### src/rtl/servo_pkg.sv
// Shared constants, FSM state type and the per-channel slew helper for the
// servo slew scheduler.
package servo_pkg;

  localparam int unsigned      POS_W              = 8;
  localparam logic [POS_W-1:0] POS_CENTER         = 8'd128;
  localparam int unsigned      FRAME_CYCLES_50MHZ = 1048576;
  localparam logic [POS_W-1:0] STEP_JUMP          = 8'd255;

  typedef enum logic [0:0] {
    IDLE   = 1'b0,
    UPDATE = 1'b1
  } state_e;

  // One frame of motion toward tgt; 9-bit math clamps at the target, never wraps.
  function automatic logic [POS_W-1:0] slew_next(input logic [POS_W-1:0] cur,
                                                 input logic [POS_W-1:0] tgt,
                                                 input logic [POS_W-1:0] step);
    logic [POS_W:0] sum;
    logic [POS_W:0] diff;
    sum       = {1'b0, cur} + {1'b0, step};
    diff      = {1'b0, cur} - {1'b0, step};
    slew_next = cur;
    if (cur < tgt) begin
      slew_next = (sum > {1'b0, tgt}) ? tgt : sum[POS_W-1:0];
    end else if (cur > tgt) begin
      slew_next = (diff[POS_W] || (diff[POS_W-1:0] < tgt)) ? tgt : diff[POS_W-1:0];
    end
  endfunction

endpackage

### src/rtl/servo_frame_timer.sv
// Free-running frame counter with a registered one-cycle tick on the last
// cycle of each frame.
module servo_frame_timer
  import servo_pkg::*;
#(
  parameter int unsigned FRAME_CYCLES = FRAME_CYCLES_50MHZ,
  parameter int unsigned FRAME_W      = 20
) (
  input  logic clk,
  input  logic rst,
  output logic frame_tick
);

  localparam logic [FRAME_W-1:0] LAST = FRAME_W'(FRAME_CYCLES - 1);

  logic [FRAME_W-1:0] cnt_q;
  logic [FRAME_W-1:0] cnt_d;
  logic               tick_d;

  // Tick is asserted alongside the counter entering its last value.
  always_comb begin
    cnt_d  = (cnt_q == LAST) ? '0 : cnt_q + 1'b1;
    tick_d = (cnt_d == LAST);
  end

  always_ff @(posedge clk or negedge rst) begin
    if (!rst) begin
      cnt_q      <= '0;
      frame_tick <= 1'b0;
    end else begin
      cnt_q      <= cnt_d;
      frame_tick <= tick_d;
    end
  end

endmodule

### src/rtl/servo_slew_sched.sv
// Multi-channel servo scheduler: holds per-channel targets and, once per
// frame, slews each driven position toward its target one channel per cycle.
module servo_slew_sched
  import servo_pkg::*;
#(
  parameter int unsigned NUM_CH       = 4,
  parameter int unsigned CH_W         = 2,
  parameter int unsigned FRAME_CYCLES = FRAME_CYCLES_50MHZ,
  parameter int unsigned FRAME_W      = 20
) (
  input  logic                    clk,
  input  logic                    rst,
  input  logic                    cmd_valid,
  output logic                    cmd_ready,
  input  logic [CH_W-1:0]         cmd_ch,
  input  logic [POS_W-1:0]        cmd_pos,
  input  logic [POS_W-1:0]        cmd_step,
  output logic [NUM_CH*POS_W-1:0] pos_out,
  output logic [NUM_CH-1:0]       moving,
  output logic                    frame_tick,
  output logic                    all_idle
);

  localparam int unsigned IDX_W = (NUM_CH > 1) ? $clog2(NUM_CH) : 1;

  state_e             state_q, state_d;
  logic [IDX_W-1:0]   idx_q, idx_d;
  logic [POS_W-1:0]   cur_q  [NUM_CH];
  logic [POS_W-1:0]   cur_d  [NUM_CH];
  logic [POS_W-1:0]   tgt_q  [NUM_CH];
  logic [POS_W-1:0]   tgt_d  [NUM_CH];
  logic [POS_W-1:0]   step_q [NUM_CH];
  logic [POS_W-1:0]   step_d [NUM_CH];
  logic [NUM_CH-1:0]  moving_d;
  logic               cmd_ready_d;
  logic               all_idle_d;
  logic               accept_c;

  servo_frame_timer #(
    .FRAME_CYCLES (FRAME_CYCLES),
    .FRAME_W      (FRAME_W)
  ) u_timer (
    .clk        (clk),
    .rst        (rst),
    .frame_tick (frame_tick)
  );

  // cmd_ready is only ever high in IDLE, so it alone gates acceptance.
  assign accept_c = cmd_valid && cmd_ready;

  for (genvar g = 0; g < NUM_CH; g++) begin : g_pos
    assign pos_out[g*POS_W +: POS_W] = cur_q[g];
  end

  always_comb begin
    state_d  = state_q;
    idx_d    = idx_q;
    cur_d    = cur_q;
    tgt_d    = tgt_q;
    step_d   = step_q;
    moving_d = '0;

    case (state_q)
      IDLE: begin
        if (frame_tick) begin
          state_d = UPDATE;
          idx_d   = '0;
        end
      end
      UPDATE: begin
        idx_d = idx_q + 1'b1;
        if (idx_q == IDX_W'(NUM_CH - 1)) begin
          state_d = IDLE;
          idx_d   = '0;
        end
      end
      default: begin
        state_d = IDLE;
        idx_d   = '0;
      end
    endcase

    // Out-of-range channel indices match no slot and are silently dropped.
    for (int unsigned k = 0; k < NUM_CH; k++) begin
      if (accept_c && (cmd_ch == CH_W'(k))) begin
        tgt_d[k]  = cmd_pos;
        step_d[k] = (cmd_step == '0) ? STEP_JUMP : cmd_step;
      end
      if ((state_q == UPDATE) && (idx_q == IDX_W'(k))) begin
        cur_d[k] = slew_next(cur_q[k], tgt_q[k], step_q[k]);
      end
      moving_d[k] = (cur_d[k] != tgt_d[k]);
    end

    cmd_ready_d = (state_d == IDLE);
    all_idle_d  = (~|moving_d) && (state_d == IDLE);
  end

  always_ff @(posedge clk or negedge rst) begin
    if (!rst) begin
      state_q   <= IDLE;
      idx_q     <= '0;
      cmd_ready <= 1'b0;
      moving    <= '0;
      all_idle  <= 1'b1;
      for (int unsigned k = 0; k < NUM_CH; k++) begin
        cur_q[k]  <= POS_CENTER;
        tgt_q[k]  <= POS_CENTER;
        step_q[k] <= POS_W'(1);
      end
    end else begin
      state_q   <= state_d;
      idx_q     <= idx_d;
      cmd_ready <= cmd_ready_d;
      moving    <= moving_d;
      all_idle  <= all_idle_d;
      for (int unsigned k = 0; k < NUM_CH; k++) begin
        cur_q[k]  <= cur_d[k];
        tgt_q[k]  <= tgt_d[k];
        step_q[k] <= step_d[k];
      end
    end
  end

endmodule

### config.mk
export PLATFORM = sky130hd
export DESIGN_NAME = servo_slew_sched
export DESIGN_NICKNAME = d
export VERILOG_FILES = /design/src/rtl/servo_pkg.sv /design/src/rtl/servo_frame_timer.sv /design/src/rtl/servo_slew_sched.sv
export SDC_FILE = /design/constraint.sdc
export NUM_CORES = 1
export LEC_CHECK = 0
export CAP_MARGIN = 20
export CORE_ASPECT_RATIO = 1.1
export CORE_MARGIN = 2
export CORE_UTILIZATION = 56
export CTS_CLUSTER_SIZE = 20
export DETAILED_ROUTE_END_ITERATION = 6
export PLACE_DENSITY_LB_ADDON = 0.25
export SYNTH_ARGS = -nofsm -noshare
export SYNTH_HDL_FRONTEND = slang
export SYNTH_SLANG_ARGS = --single-unit
### constraint.sdc
create_clock -name clk -period 4.15 [get_ports clk]
set_clock_uncertainty 0.05 [all_clocks]
set_input_delay 0.415 -clock clk [delete_from_list [all_inputs] [get_ports clk]]
set_output_delay 0.415 -clock clk [all_outputs]
set_load 0.02 [all_outputs]
# Word level (Yosys, flattened, before mapping)
# Cells that the tools add are included.
# totals
latchBits,0
in_bits,21
ff_bits,126
ramBits,0
mem_count,0
mem_bits_ro,0
word_cells,111
# op_classes
bitwise,2
n_shift,0
reduce_logical,19
n_eq_ne,13
n_mux,32
addsub,10
div_mod_pow,0
n_lt_le_gt_ge,16
mul,0
# op_table
cell,count
$mux 8,25
$lt 8x8->1,8
$eq 20x20->1 const B,2
$add 8x8->9,4
$gt 9x8->1,4
$sub 8x8->9,4
$gt 8x8->1,4
$ne 8x8->1,4
$add 20x1->20 const B,1
$mux 20,1
$logic_and 1x1->1,10
$eq 2x2->1 const B,4
$logic_not 8->1,1
$eq 2x1->1 const B,2
$logic_not 2->1,2
$logic_or 1x1->1,4
$mux 2,2
$pmux 2 s2,1
$reduce_or 4->1,1
$add 2x1->2 const B,1
$mux 1,2
$ne 2x1->1 const B,1
$not 1->1,2
$pmux 1 s2,1
$logic_not 1->1,1

# Logic depth before layout (Yosys ltp)
# logic_depth
word_depth,11
depth_mapped,20

# By module
# Synthesis repeated with hierarchy kept, for this count alone.
# hier_totals
cells_unflattened,1395
hier_area_um2,12208.0
# by_module_without_submodules
mod,area_per_inst_um2,instances,seq_area_each_um2,cells_per_inst
servo_slew_sched,10924.2,1,2643.8,1272
servo_frame_timer,1283.7,1,525.5,123

# Least setup slack after synthesis
# No wires, ideal clock.
# synth_timing
path_kind,reg-to-reg
from,register cur_q (netlist bit pos_out[24])
to,register all_idle
arrival_time_ns,4.594
n_path_buf,0
period_less_slack_ns,4.734
required_time_ns,4.010
slack_ns,-0.584
setup_ns,0.090
stages_incl_launch_ff,18
path_cell_list,dfrtp_1 -> ha_1 -> fa_1 -> nand2b_1 -> a221oi_1 -> or4_1 -> o311ai_1 -> ha_1 -> nand4_1 -> a21oi_1 -> o41ai_1 -> and2_0 -> a21oi_1 -> a2111oi_1 -> mux2i_1 -> nand4_1 -> nand4b_1 -> nor4_2
# synth_between
elab_chain_cells,11
elab_cells_between_ends,16
classes_between,2 x add/sub; 4 x order compare; 1 x eq/ne; 5 x mux; 4 x reduce/logical
# synth_lines
item,line,rtl
"start, declared",servo_slew_sched.sv:28,logic [POS_W-1:0] cur_q [NUM_CH];
"start signal, assigned by index",servo_slew_sched.sv:118,cur_q[k] <= cur_d[k];
$sub 8x8->9,servo_pkg.sv:22,"diff = {1'b0, cur} - {1'b0, step};"
$lt 8x8->1,servo_pkg.sv:27,slew_next = (diff[POS_W] || (diff[POS_W-1:0] < tgt)) ? tgt : diff[POS_W-1:0];
$logic_or 1x1->1,servo_pkg.sv:27,
$mux 8,servo_pkg.sv:27,
$mux 8,servo_pkg.sv:26,end else if (cur > tgt) begin
$mux 8,servo_pkg.sv:24,if (cur < tgt) begin
$mux 8 (*),servo_slew_sched.sv:89,if ((state_q == UPDATE) && (idx_q == IDX_W'(k))) begin
$ne 8x8->1 (*),servo_slew_sched.sv:92,moving_d[k] = (cur_d[k] != tgt_d[k]);
net moving_d[3],servo_slew_sched.sv:34,logic [NUM_CH-1:0] moving_d;
$reduce_or 4->1 (*),servo_slew_sched.sv:96,all_idle_d = (~|moving_d) && (state_d == IDLE);
$logic_not 1->1 (*),servo_slew_sched.sv:96,
$logic_and 1x1->1 (*),servo_slew_sched.sv:96,
net all_idle_d,servo_slew_sched.sv:36,logic all_idle_d;
"end signal, assigned",servo_slew_sched.sv:116,all_idle <= all_idle_d;
"end, declared",servo_slew_sched.sv:21,output logic all_idle
# The timed path passes the listed nets; every way through them passes the cells marked *.
# A chain may end at the register's enable or synchronous reset.

# Worst setup path after layout
# layout_timing
from,register step_q[16] (netlist bit)
to,register all_idle
# layout_between
elab_chain_cells,11
elab_cells_between_ends,14
classes_between,2 x add/sub; 2 x order compare; 1 x eq/ne; 5 x mux; 4 x reduce/logical
# layout_lines
item,line,rtl
"start, declared",servo_slew_sched.sv:32,logic [POS_W-1:0] step_q [NUM_CH];
"start signal, assigned by index",servo_slew_sched.sv:120,step_q[k] <= step_d[k];
$sub 8x8->9,servo_pkg.sv:22,
$lt 8x8->1,servo_pkg.sv:27,
$logic_or 1x1->1,servo_pkg.sv:27,
$mux 8,servo_pkg.sv:27,
$mux 8,servo_pkg.sv:26,
$mux 8 (*),servo_pkg.sv:24,
$mux 8 (*),servo_slew_sched.sv:89,
$ne 8x8->1 (*),servo_slew_sched.sv:92,
$reduce_or 4->1 (*),servo_slew_sched.sv:96,
$logic_not 1->1 (*),servo_slew_sched.sv:96,
$logic_and 1x1->1 (*),servo_slew_sched.sv:96,
net all_idle_d,servo_slew_sched.sv:36,
# Marks and branches as above.

==> flow_metrics.env <==
export IMPL_outcome="finished, violations left"
export IMPL_failed_checks="setup timing"
export IMPL_numCtsBuffers=17
export IMPL_rsz0062_at_grt="yes"
export IMPL_grt_max_degree=106
export IMPL_top_level_ports=60
export IMPL_cts_tree="built"
export IMPL_antenna_found_initial=0
export IMPL_path_clk_slew_ps=60
export IMPL_routedWlPerCell_um=19.9
export IMPL_peakVddDrop_v=0.000324
export IMPL_ys_flop_type="dfrtp_1"
export IMPL_synth_edff_count=0
export IMPL_powerDensity_mw_per_mm2=355
export IMPL_post_route_util=0.757
export IMPL_vias=12400
export IMPL_synth_cells=1379
export IMPL_tns_ps=-1830
export IMPL_synth_top_area_share=0.235
export IMPL_drc=0
export IMPL_gp_congestion=0.945
export IMPL_rr_startpoint="step_q[16]"
export IMPL_synth_area_per_cell_sq_um=8.71
export IMPL_final_area_sq_mm=0.0160
export IMPL_switching_share=0.364
export IMPL_htreeDepth=4
export IMPL_placed_area_sq_mm=0.0147
export IMPL_p_sw_mw=2.07
export IMPL_final_period_utilization=1.14
export IMPL_timing_final_crit_period_ps=4720
export IMPL_num_rows=56
export IMPL_critPathSlowestCell="dfstp_2"
export IMPL_place_hpwl_um=29700
export IMPL_p_leak_nw=7.64
export IMPL_post_synth_top_count_cell="ha_1"
export IMPL_internal_power_mw=3.62
export IMPL_maxCapViolations=0
export IMPL_io_buffers=59
export IMPL_grt_pass1_wl_um=61600
export IMPL_synth_nets=1569
export IMPL_yosysTopAreaCell="dfrtp_1"
export IMPL_root_buffer="clkbuf_16"
export IMPL_setup_viol=5
export IMPL_cpMostUsedCell="buf_4"
export IMPL_synth_seq_cells=126
export IMPL_grt_overflow=0
export IMPL_drtIter0Drc=1117
export IMPL_cts_sinks=126
export IMPL_yosysSeqAreaShare=0.264
export IMPL_core_area_sq_mm=0.0212
export IMPL_grt_pass1_vias=12000
export IMPL_hold_slack_ps=53.0
export IMPL_netlist_area_sq_mm=0.0120
export IMPL_ys_top_cells_by_area="dfrtp_1 (24%), ha_1 (17%), a21oi_1 (4.0%)"
export IMPL_dpl_worst_slack_ps=-552
export IMPL_syn_to_final_growth_pct=33.4
export IMPL_p_comb_frac=0.461
export IMPL_dpl_cell_count=1932
export IMPL_layout_nets=1887
export IMPL_grt_util_all_layers=0.347
export IMPL_worstSkewPairLatency_ps=430
export IMPL_seqPwrFrac=0.257
export IMPL_dr_pass1_iters=5
export IMPL_crit_required_ps=4430
export IMPL_synthDistinctLibCells=97
export IMPL_ant_nets=0
export IMPL_finalPower_mw=5.69
export IMPL_hold_class="in2async"
export IMPL_slowest_delay_ps=540
export IMPL_start_util=0.568
export IMPL_path_buf_inv=4
export IMPL_drt_total_wl_um=39800
export IMPL_crit_fanout=5
export IMPL_fmax_mhz=212
export IMPL_via_per_inst=6.19
export IMPL_drive_gt1_frac=0.275
export IMPL_critical_path_top_delay_family="compound AO/OA/AOI/OAI gates"
export IMPL_stdcell_count=2002
export IMPL_regToRegSetupSlack_ps=-570
export IMPL_die_width_um=144
export IMPL_yosysWarnings=0
export IMPL_r2r_end="all_idle"
export IMPL_path_class="reg2reg"
export IMPL_cts_max_path_buffers=2
export IMPL_synthArstFlopShare=1.00
export IMPL_cp_cell_sequence="ha_2 -> inv_1 -> fa_2 -> a211o_1 -> buf_4 -> a21oi_2 -> o311ai_2 -> ha_1 -> and2_4 -> buf_4 -> o2111ai_1 -> o21a_1 -> nor2_4 -> buf_6 -> mux2i_1 -> nand2_1 -> a31o_2 -> a221oi_4 -> nand4_1 -> nor4_2"
export IMPL_pwr_share_clk=0.282
export IMPL_die_y_um=158
export IMPL_cp_start_kind="register"
export IMPL_slew_viol_final=0
export IMPL_tightestPinTransition_ps=1110
export IMPL_critPathCaptureType="register"
export IMPL_cp_data_arrival_time_ps=5000
export IMPL_hold_violations=0
export IMPL_worst_r2r_cell_count=20
export IMPL_synth_commonest_cells="ha_1 (161), inv_1 (118), dfrtp_1 (113)"
export IMPL_timing_slew_headroom=0.263
export IMPL_fin_ws_ps=-569
export IMPL_die_area_sq_mm=0.0226
per-layer routing:
metal / wire, um / GRT usage
met3: 2400 / 0.0569
met5: 0 / 0
met1: 16400 / 0.429
met4: 2260 / 0.187
met2: 18800 / 0.580
final cells by class:
class | count | area [sq um]
diodes | 2 | 5.00
clock buffers | 23 | 458
clock inverters | 9 | 159
fillers | 1535 | 5130
inverters | 118 | 445
multi-input cells | 1099 | 8740
flip-flops and latches | 126 | 3180
well taps | 290 | 363
repair buffers | 335 | 2680
repair_timing:
| action | CTS | global route |
|---|---|---|
| gates cloned | 0 | 0 |
| hold buffers | 0 | 0 |
| gates resized for setup | 45 | 41 |
| pin swaps | 29 | 29 |
| buffers inserted | 21 | 14 |
| setup endpoints to repair | 5 | 11 |
worst max path at each step:
stage | start | to | depth (start not counted)
2_1_floorplan | pos_out[16] | all_idle | 18
3_3_place_gp | step_q[8] | all_idle | 19
3_5_place_dp | step_q[0] | all_idle | 18
4_1_cts | pos_out[24] | all_idle | 18
5_1_grt | step_q[16] | all_idle | 20
6_report | step_q[16] | all_idle | 20
kinds of logic (layout without fill, tap and decap cells):
group,Yosys count,count (layout),share of synthesized area
adder cells (fa/ha/maj),169,169,0.181
buffers and inverters,154,485,0.0527
flip-flops,126,126,0.264
AO/OA/AOI/OAI,399,399,0.232
XOR/XNOR,59,59,0.0436
other,0,2,0
multiplexers,51,51,0.0449
AND/OR/NAND/NOR,421,421,0.182
cell usage in the layout, fill, tap and decap left out, drive strengths merged, types with 23 or more instances in the layout:
cell type        n
buf            277
ha             161
inv            119
dfrtp          113
nor2            99
a21oi           95
nand2           94
o21ai           84
clkdlybuf4s50   58
xnor2           37
nand3           33
nor3            32
nand4           31
mux2i           28
mux2            23
clkbuf          23
state kept, by name, indices dropped and copies added (netlist names):
register	cells
all_idle	1
cmd_ready	1
idx_q	2
moving	4
pos_out	32
state_q	1
step_q	32
tgt_q	32
u_timer.cnt_q	20
u_timer.frame_tick	1
power groups by stage:
stage | combinational [mW] | clock [mW] | sequential, mW
final | 2.62 | 1.61 | 1.46
after floorplan | 1.43 | 0 | 1.44
after global routing | 2.84 | 1.66 | 1.47
after CTS | 2.46 | 1.61 | 1.46
after detailed placement | 2.33 | 0 | 1.47
after global placement | 2.26 | 0 | 1.47
Note: power is estimated with default switching activity, not from simulation.
